**src/rtl/spi_pkg.sv**
```systemverilog
// Shared widths, state encoding and byte/counter types for the SPI responder.
package spi_pkg;

  localparam int unsigned SPI_BYTE_W       = 8;
  localparam int unsigned SPI_CNT_W        = $clog2(SPI_BYTE_W);
  localparam int unsigned SPI_SYNC_DEFAULT = 2;

  typedef logic [SPI_BYTE_W-1:0] spi_byte_t;
  typedef logic [SPI_CNT_W-1:0]  spi_cnt_t;

  // Counter value on the rise that completes a byte
  localparam spi_cnt_t SPI_LAST_BIT = spi_cnt_t'(SPI_BYTE_W - 1);

  typedef enum logic {
    IDLE  = 1'b0,
    SHIFT = 1'b1
  } state_t;

endpackage

```
**src/rtl/spi_sync.sv**
```systemverilog
// Pin synchronizer with registered level and single-cycle rise/fall flags.
// rise/fall are produced on the same edge the synced level changes, so the
// consumer sees pin-edge-to-flag latency of STAGES cycles.
module spi_sync
  import spi_pkg::*;
#(
  parameter int unsigned STAGES  = SPI_SYNC_DEFAULT,
  parameter logic        RST_VAL = 1'b0
) (
  input  logic clk,
  input  logic rst_n,
  input  logic pin,
  output logic level,
  output logic rise,
  output logic fall
);

  logic [STAGES-1:0] chain;

  assign level = chain[STAGES-1];

  // Shift the pin through the synchronizer and flag the edge as it emerges
  always_ff @(posedge clk or negedge rst_n) begin
    if (!rst_n) begin
      chain <= {STAGES{RST_VAL}};
      rise  <= 1'b0;
      fall  <= 1'b0;
    end else begin
      chain <= {chain[STAGES-2:0], pin};
      rise  <= chain[STAGES-2] & ~chain[STAGES-1];
      fall  <= ~chain[STAGES-2] & chain[STAGES-1];
    end
  end

endmodule

```
**src/rtl/spi_slave.sv**
```systemverilog
// SPI mode-0 responder: oversampled pins, MSB-first rx/tx shifters,
// single-entry tx load buffer and a two-state frame FSM.
module spi_slave
  import spi_pkg::*;
#(
  parameter int unsigned SYNC_STAGES = SPI_SYNC_DEFAULT
) (
  input  logic                  div_clk,
  input  logic                  rst_n,
  input  logic                  sclk,
  input  logic                  spiste,
  input  logic                  spisimo,
  output logic                  spisomi,
  input  logic [SPI_BYTE_W-1:0] tx_data,
  input  logic                  tx_load,
  output logic                  tx_ready,
  output logic [SPI_BYTE_W-1:0] rx_data,
  output logic                  rx_valid,
  output logic                  busy,
  output logic                  frame_err
);

  logic sclk_lvl, sclk_rise, sclk_fall;
  logic ste_lvl, ste_rise, ste_fall;
  logic mosi_s, mosi_rise, mosi_fall;
  logic unused_pins;

  state_t                  state, state_nxt;
  spi_cnt_t                bit_cnt;
  logic                    byte_done;
  logic [SPI_BYTE_W-2:0]   rx_shift;
  spi_byte_t               tx_shift;
  spi_byte_t               tx_buf;

  spi_byte_t               tx_src_c;
  spi_byte_t               rx_next_c;
  logic                    start_c, stop_c, sample_c, complete_c;
  logic                    abort_c, shift_c, reload_c, load_c;

  spi_sync #(.STAGES(SYNC_STAGES), .RST_VAL(1'b0)) u_sync_sclk (
    .clk   (div_clk),
    .rst_n (rst_n),
    .pin   (sclk),
    .level (sclk_lvl),
    .rise  (sclk_rise),
    .fall  (sclk_fall)
  );

  spi_sync #(.STAGES(SYNC_STAGES), .RST_VAL(1'b1)) u_sync_ste (
    .clk   (div_clk),
    .rst_n (rst_n),
    .pin   (spiste),
    .level (ste_lvl),
    .rise  (ste_rise),
    .fall  (ste_fall)
  );

  spi_sync #(.STAGES(SYNC_STAGES), .RST_VAL(1'b0)) u_sync_mosi (
    .clk   (div_clk),
    .rst_n (rst_n),
    .pin   (spisimo),
    .level (mosi_s),
    .rise  (mosi_rise),
    .fall  (mosi_fall)
  );

  // Only edges of sclk/spiste and the level of spisimo are consumed
  assign unused_pins = ^{sclk_lvl, ste_lvl, mosi_rise, mosi_fall};

  // Frame state register
  always_ff @(posedge div_clk or negedge rst_n) begin
    if (!rst_n) state <= IDLE;
    else        state <= state_nxt;
  end

  // Next state and per-cycle datapath strobes
  always_comb begin
    state_nxt  = state;
    start_c    = 1'b0;
    stop_c     = 1'b0;
    sample_c   = 1'b0;
    complete_c = 1'b0;
    abort_c    = 1'b0;
    shift_c    = 1'b0;
    reload_c   = 1'b0;
    load_c     = tx_load & tx_ready;
    tx_src_c   = tx_ready ? '0 : tx_buf;
    rx_next_c  = {rx_shift, mosi_s};
    case (state)
      IDLE: begin
        if (ste_fall) begin
          start_c   = 1'b1;
          state_nxt = SHIFT;
        end
      end
      SHIFT: begin
        sample_c   = sclk_rise;
        complete_c = sclk_rise && (bit_cnt == SPI_LAST_BIT);
        if (ste_rise) begin
          // A byte completing on the same cycle wins over the abort
          stop_c    = 1'b1;
          abort_c   = (bit_cnt != '0) && !complete_c;
          state_nxt = IDLE;
        end else if (sclk_fall) begin
          if (bit_cnt != '0) shift_c  = 1'b1;
          else if (byte_done) reload_c = 1'b1;
        end
      end
      default: state_nxt = IDLE;
    endcase
  end

  // Bit counter, shifters and registered outputs; later assignments take priority
  always_ff @(posedge div_clk or negedge rst_n) begin
    if (!rst_n) begin
      bit_cnt   <= '0;
      byte_done <= 1'b0;
      rx_shift  <= '0;
      tx_shift  <= '0;
      spisomi   <= 1'b0;
      rx_data   <= '0;
      rx_valid  <= 1'b0;
      busy      <= 1'b0;
      frame_err <= 1'b0;
    end else begin
      rx_valid  <= 1'b0;
      frame_err <= 1'b0;
      if (sample_c) begin
        rx_shift <= rx_next_c[SPI_BYTE_W-2:0];
        if (complete_c) begin
          rx_data   <= rx_next_c;
          rx_valid  <= 1'b1;
          bit_cnt   <= '0;
          byte_done <= 1'b1;
        end else begin
          bit_cnt <= bit_cnt + spi_cnt_t'(1);
        end
      end
      if (shift_c) begin
        tx_shift <= tx_shift << 1;
        spisomi  <= tx_shift[SPI_BYTE_W-2];
      end
      if (reload_c) begin
        tx_shift  <= tx_src_c;
        spisomi   <= tx_src_c[SPI_BYTE_W-1];
        byte_done <= 1'b0;
      end
      if (start_c) begin
        busy      <= 1'b1;
        bit_cnt   <= '0;
        byte_done <= 1'b0;
        rx_shift  <= '0;
        tx_shift  <= tx_src_c;
        spisomi   <= tx_src_c[SPI_BYTE_W-1];
      end
      if (stop_c) begin
        busy      <= 1'b0;
        bit_cnt   <= '0;
        byte_done <= 1'b0;
        rx_shift  <= '0;
        tx_shift  <= '0;
        spisomi   <= 1'b0;
        frame_err <= abort_c;
      end
    end
  end

  // Single-entry tx buffer; a load only lands when empty, so a same-cycle
  // consume always takes the old (empty) contents
  always_ff @(posedge div_clk or negedge rst_n) begin
    if (!rst_n) begin
      tx_buf   <= '0;
      tx_ready <= 1'b1;
    end else if (load_c) begin
      tx_buf   <= tx_data;
      tx_ready <= 1'b0;
    end else if (start_c || reload_c) begin
      tx_ready <= 1'b1;
    end
  end

endmodule

```
**config.mk**
```make
export PLATFORM = sky130hd
export DESIGN_NAME = spi_slave
export DESIGN_NICKNAME = d
export VERILOG_FILES = /design/src/rtl/spi_pkg.sv /design/src/rtl/spi_sync.sv /design/src/rtl/spi_slave.sv
export SDC_FILE = /design/constraint.sdc
export NUM_CORES = 1
export LEC_CHECK = 0
export BUFFER_PORTS_ARGS = -buffer_cell sky130_fd_sc_hd__buf_4
export CELL_PAD_IN_SITES_DETAIL_PLACEMENT = 1
export CELL_PAD_IN_SITES_GLOBAL_PLACEMENT = 1
export CORE_UTILIZATION = 45
export DETAILED_ROUTE_END_ITERATION = 6
export PLACE_DENSITY_LB_ADDON = 0.2
export SLEW_MARGIN = 10
export SYNTH_ARGS = -nofsm -noshare
export SYNTH_HDL_FRONTEND = slang
export SYNTH_SLANG_ARGS = --single-unit
```
**constraint.sdc**
```tcl
create_clock -name div_clk -period 2 [get_ports div_clk]
set_input_delay 0.1 -clock div_clk [delete_from_list [all_inputs] [get_ports div_clk]]
set_output_delay 0.1 -clock div_clk [all_outputs]
set_load 0.01 [all_outputs]
```
======== After elaboration in Yosys (flattened, before gate mapping) ========
Index checks and enable logic that the tools add are counted.
word-level totals
  logic and storage cells ................. 91
  input port bits ......................... 14
  register bits ........................... 50
operators by class
  bitwise gates (word level) .............. 10
  add/subtract/negate cells ............... 1
  multiplexer cells ....................... 47
  equal/unequal tests ..................... 1
  reduce and logical (&&, ||, !) cells .... 13
operator list
  cell                                                            count
  7-bit 2-to-1 mux                                                7
  1-bit 2-to-1 mux                                                34
  3-bit 2-to-1 mux                                                4
  4-bit nonzero test                                              3
  8-bit 2-to-1 mux                                                1
  3-bit nonzero test                                              2
  1-bit AND                                                       5
  1-bit NOT                                                       5
  2-bit AND reduction                                             2
  2-bit nonzero test                                              2
  3-bit by 1-bit adder with 3-bit output (second input constant)  1
  3-bit equality test (second input constant)                     1
  1-bit logical AND                                               2
  1-bit case mux with 2 select lines                              1
  1-bit logical NOT                                               1
  1-bit logical OR                                                1

======== Logic depth before layout (Yosys ltp) ========
  word-level depth ........................ 9
  mapped depth ............................ 7

======== Modules after synthesis ========
Synthesis repeated with hierarchy kept, for this count alone.
second synthesis, totals
  cells, all modules ...................... 164
  area total of the unflattened synthesis .. 2100.8 µm²
modules (own cells, without submodules)
  module                      times used  area an instance (µm²)  sequential area each (µm²)  cells an instance
  spi_slave                   1           1752.9                  1002.2                      146
  spi_sync (u_sync_mosi ...)  2           115.1                   100.1                       6
  spi_sync (u_sync_ste)       1           117.6                   102.6                       6

======== Least setup slack after synthesis ========
Ideal clock, no wire load.
  path type ............................... register to register
  from .................................... register bit_cnt[0]
  to ...................................... register rx_data[0]
  setup time .............................. 0.125 ns
  stages on the path, launching flop included .. 6
  setup slack ............................. 0.465 ns
  buffers on the path ..................... 1
  data arrival time ....................... 1.410 ns
  cells stage by stage .................... dfrtp_1 > ha_1 > ha_1 > and3_2 > buf_2 > mux2_2
between the ends
  word-level cells in the longest chain between the ends .. 4
ends and longest elaborated chain
  what                           RTL line          source
  start: declaration             spi_slave.sv:29   spi_cnt_t bit_cnt;
  start signal: assignment       spi_slave.sv:136  bit_cnt <= bit_cnt + spi_cnt_t'(1);
  3-bit equality test            spi_slave.sv:98   complete_c = sclk_rise && (bit_cnt == SPI_LAST_BIT);
  1-bit logical AND              spi_slave.sv:98
  1-bit 2-to-1 mux               spi_slave.sv:89   case (state)
  2-bit AND reduction (no line)  -
  end signal: assignment         spi_slave.sv:131  rx_data <= rx_next_c;
  end: declaration               spi_slave.sv:17   output logic [SPI_BYTE_W-1:0] rx_data,
No other way between the ends.
A chain may end at the register's enable or synchronous reset.

======== Worst setup path in the final report ========
  from .................................... register bit_cnt[0]
  to ...................................... register spisomi
between the ends
  word-level cells in the longest chain between the ends .. 8
  elaborated cells between the ends (all ways) .. 13
ends and longest elaborated chain
  what                    RTL line          source
  3-bit nonzero test *    spi_slave.sv:105  if (bit_cnt != '0) shift_c = 1'b1;
  1-bit 2-to-1 mux        spi_slave.sv:105
  1-bit 2-to-1 mux        spi_slave.sv:104  end else if (sclk_fall) begin
  1-bit 2-to-1 mux        spi_slave.sv:99   if (ste_rise) begin
  1-bit 2-to-1 mux        spi_slave.sv:89
  1-bit 2-to-1 mux        spi_slave.sv:143  if (reload_c) begin
  1-bit 2-to-1 mux        spi_slave.sv:148  if (start_c) begin
  1-bit 2-to-1 mux        spi_slave.sv:156  if (stop_c) begin
  end signal: assignment  spi_slave.sv:141  spisomi <= tx_shift[SPI_BYTE_W-2];
  end signal: assignment  spi_slave.sv:145  spisomi <= tx_src_c[SPI_BYTE_W-1];
  end signal: assignment  spi_slave.sv:154  spisomi <= tx_src_c[SPI_BYTE_W-1];
  end: declaration        spi_slave.sv:13   output logic spisomi,
Every way passes the cells marked *; elsewhere a longest branch is shown, timed or not.

==> metrics <==
status finished, final reports clean; Crit-path slowest cell dfrtp_1; Crit path largest cell delay 420 ps; Met3 Wirelength 135 um; initial core utilization 46.6%; Fmax achieved slightly below 600 MHz; post-DP HPWL 2.73 mm; Final WS setup slightly below 300 ps; crit end category flop; first-pass GRT wire length 6.87 mm; startpoint types flop; leak pwr 1.13 nW; total negative slack 0 ps; Clock transition at path regs 90 ps; drt pass-1 iters 4; Hold Buf Count CTS 4; Unique masters post-synth 32; Final #Nets 209; setup repair bufs after CTS 0; Crit path buffers/inverters 1; I/O pins 27; synthesized instance count 160; Worst Path Arrival 1890 ps; total CTS buffers 5; biggest area consumer among synthesized cells dfrtp_1; Top Family by Delay on Critical Path simple AND/OR/NAND/NOR gates; Min Clock Period, post-route 1700 ps; ys async rst share 100%; post-synth top area share 57.9%; average routed wire per standard cell 15.8 um; GR Util All Layers 18.4%; number of global-route vias before repair 1,403; M1 WL 1.77 mm; CP required ~2200 ps; dpl ws 304 ps; port bufs 26; top layer in use met4; Via density roughly 5.4; Congestion Overflow GR 0; Fin. Hold Viols 0; final instance area 2390 um2; largest net degree at the start of global routing between 50 and 60; CTS tree done; initial antenna violation count 0; synthesis-to-finish area growth 17.7%; Sinks on Clock Net 50; Max Slew Vio Count 0; Warnings, synthesis 0; Routed Antenna Nets 0; Gates resized, CTS repair 0; H-tree lvl count 2; crit share post-route 85.2%; flops & latches, synth 50; commonest register cell after synthesis dfrtp_1; Post-Syn Nets 177; Core ar. 4350 um2; GP Congestion 0.722; DR iter-0 viols between 80 and 90; Vert. Die Dim 69.2 um; Slew headroom 59.6%; reg-to-reg slack, setup 300 ps; top post-synthesis cells by count dfrtp_1 (47), nand2_1 (23), mux2_2 (16); Max VDD drop around 0.56 mV; Mean Syn Cell Area between 10 and 15 um2; pwr/cell area 957 nW/um2; share of cells above drive strength 1 34.7%; Worst Tran Pin Value roughly 610 ps; tightest hold margin roughly 26 ps; Worst Clk Skew 8.19 ps; Die X 69.2 um; via count 1,325; Placed Area 2260 um2; Total Power 2.29 mW; EDFF count, synth 0; worst min-delay path class in2reg; setup violators final 0; Setup Crit Path Kind reg2reg; Max Cap Viol 0; Worst Path Max Fanout 8; DR WL met2 roughly 1.9 mm; sequential area share after synthesis 61.8%; crit path cell chain inv_1, ha_1, nor2b_2, nand4_1, a32oi_1, o2bb2ai_1; Inserted Diodes 0; synthesized cell area around 2000 um2; CTS root buf clkbuf_8; final wirelength 3.86 mm; count leader, synth dfrtp_1; row cnt 24; die area ~4800 um2; Clock Path Buffers 2; synth top area cells dfrtp_1 (58%), mux2_2 (8.9%), nand2_1 (4.3%); RSZ-0062 raised after global routing false; DRC 0; worst skew pair latency around 300 ps
==> where the power goes <==
group / internal (mW) / switching (mW)
registers: 1.17 / 0.105
logic: 0.216 / 0.204
clock network: 0.279 / 0.315
total: 1.66 / 0.623
==> layout make-up <==
type	count	area (um2)
clock buffer	7	86.3
clock inverter	1	5.00
fill	475	1960
inverter	5	18.8
multi-input combinational	99	717
sequential	50	1250
tap	52	65.1
timing repair buffer	31	243
==> worst register-to-register path, stage by stage, from the launching register on <==
cell	delay (ps)
dfrtp_1	420
inv_1	70
ha_1	130
nor2b_2	210
nand4_1	340
a32oi_1	300
o2bb2ai_1	110
==> worst paths after layout <==
check | endpoint | from | cells after the start
worst max-delay path | spisomi$_DFFE_PN0P_ | bit_cnt[0]$_DFFE_PN0P_ | 6
worst min-delay path | tx_buf[5]$_DFFE_PN0P_ | tx_data[5] | 2
worst max register to register | spisomi$_DFFE_PN0P_ | bit_cnt[0]$_DFFE_PN0P_ | 6
worst min register to register | u_sync_mosi.chain[1]$_DFF_PN0_ | u_sync_mosi.chain[0]$_DFF_PN0_ | 0
max in group asynchronous | tx_buf[1]$_DFFE_PN0P_ | rst_n | 2
min in group asynchronous | rx_data[4]$_DFFE_PN0P_ | rst_n | 2
==> sequential cells by signal (all words and copies together), names as in the netlist, 2 cells and up <==
register           flops
rx_data                8
tx_buf                 8
rx_shift               7
tx_shift               7
bit_cnt                3
u_sync_mosi.chain      2
u_sync_sclk.chain      2
u_sync_ste.chain       2
==> stage by stage <==
| stage | cells | util [%] |
|---|---|---|
| after floorplan | 160 | - |
| after global placement | 233 | 51.9 |
| after detailed placement | 233 | 51.9 |
| after CTS | 245 | 54.9 |
| after global routing | 245 | 54.9 |
| final | 245 | 54.9 |
==> layer usage <==
metal | track usage (%) | vias to the layer above
met5 | 0 | -
met4 | 6.80 | 0
met3 | 4.65 | 6
met1 | 24.2 | 665
li1 | - | 623
met2 | 29.6 | 31
==> cell usage in the layout (no fill, tap or decap), types with 3 or more instances in the layout <==
cell type      count
nor2b_1            5
ha_1               3
buf_4             27
clkbuf_8           6
dfstp_2            3
dlygate4sd3_1      4
inv_1              5
a32oi_1            7
o2bb2ai_1          7
a21oi_1           10
mux2_2            16
nor2_1             3
nand2_1           23
and2_2             8
dfrtp_1           47
==> logic make-up after synthesis <==
| family | synth area share (%) |
|---|---|
| flip-flops | 61.8 |
| AO/OA/AOI/OAI | 12.1 |
| buffers and inverters | 2.90 |
| adder cells (fa/ha/maj) | 1.85 |
| multiplexers | 8.87 |
| AND/OR/NAND/NOR | 12.4 |
No activity file was read; power rests on OpenSTA's default activity.
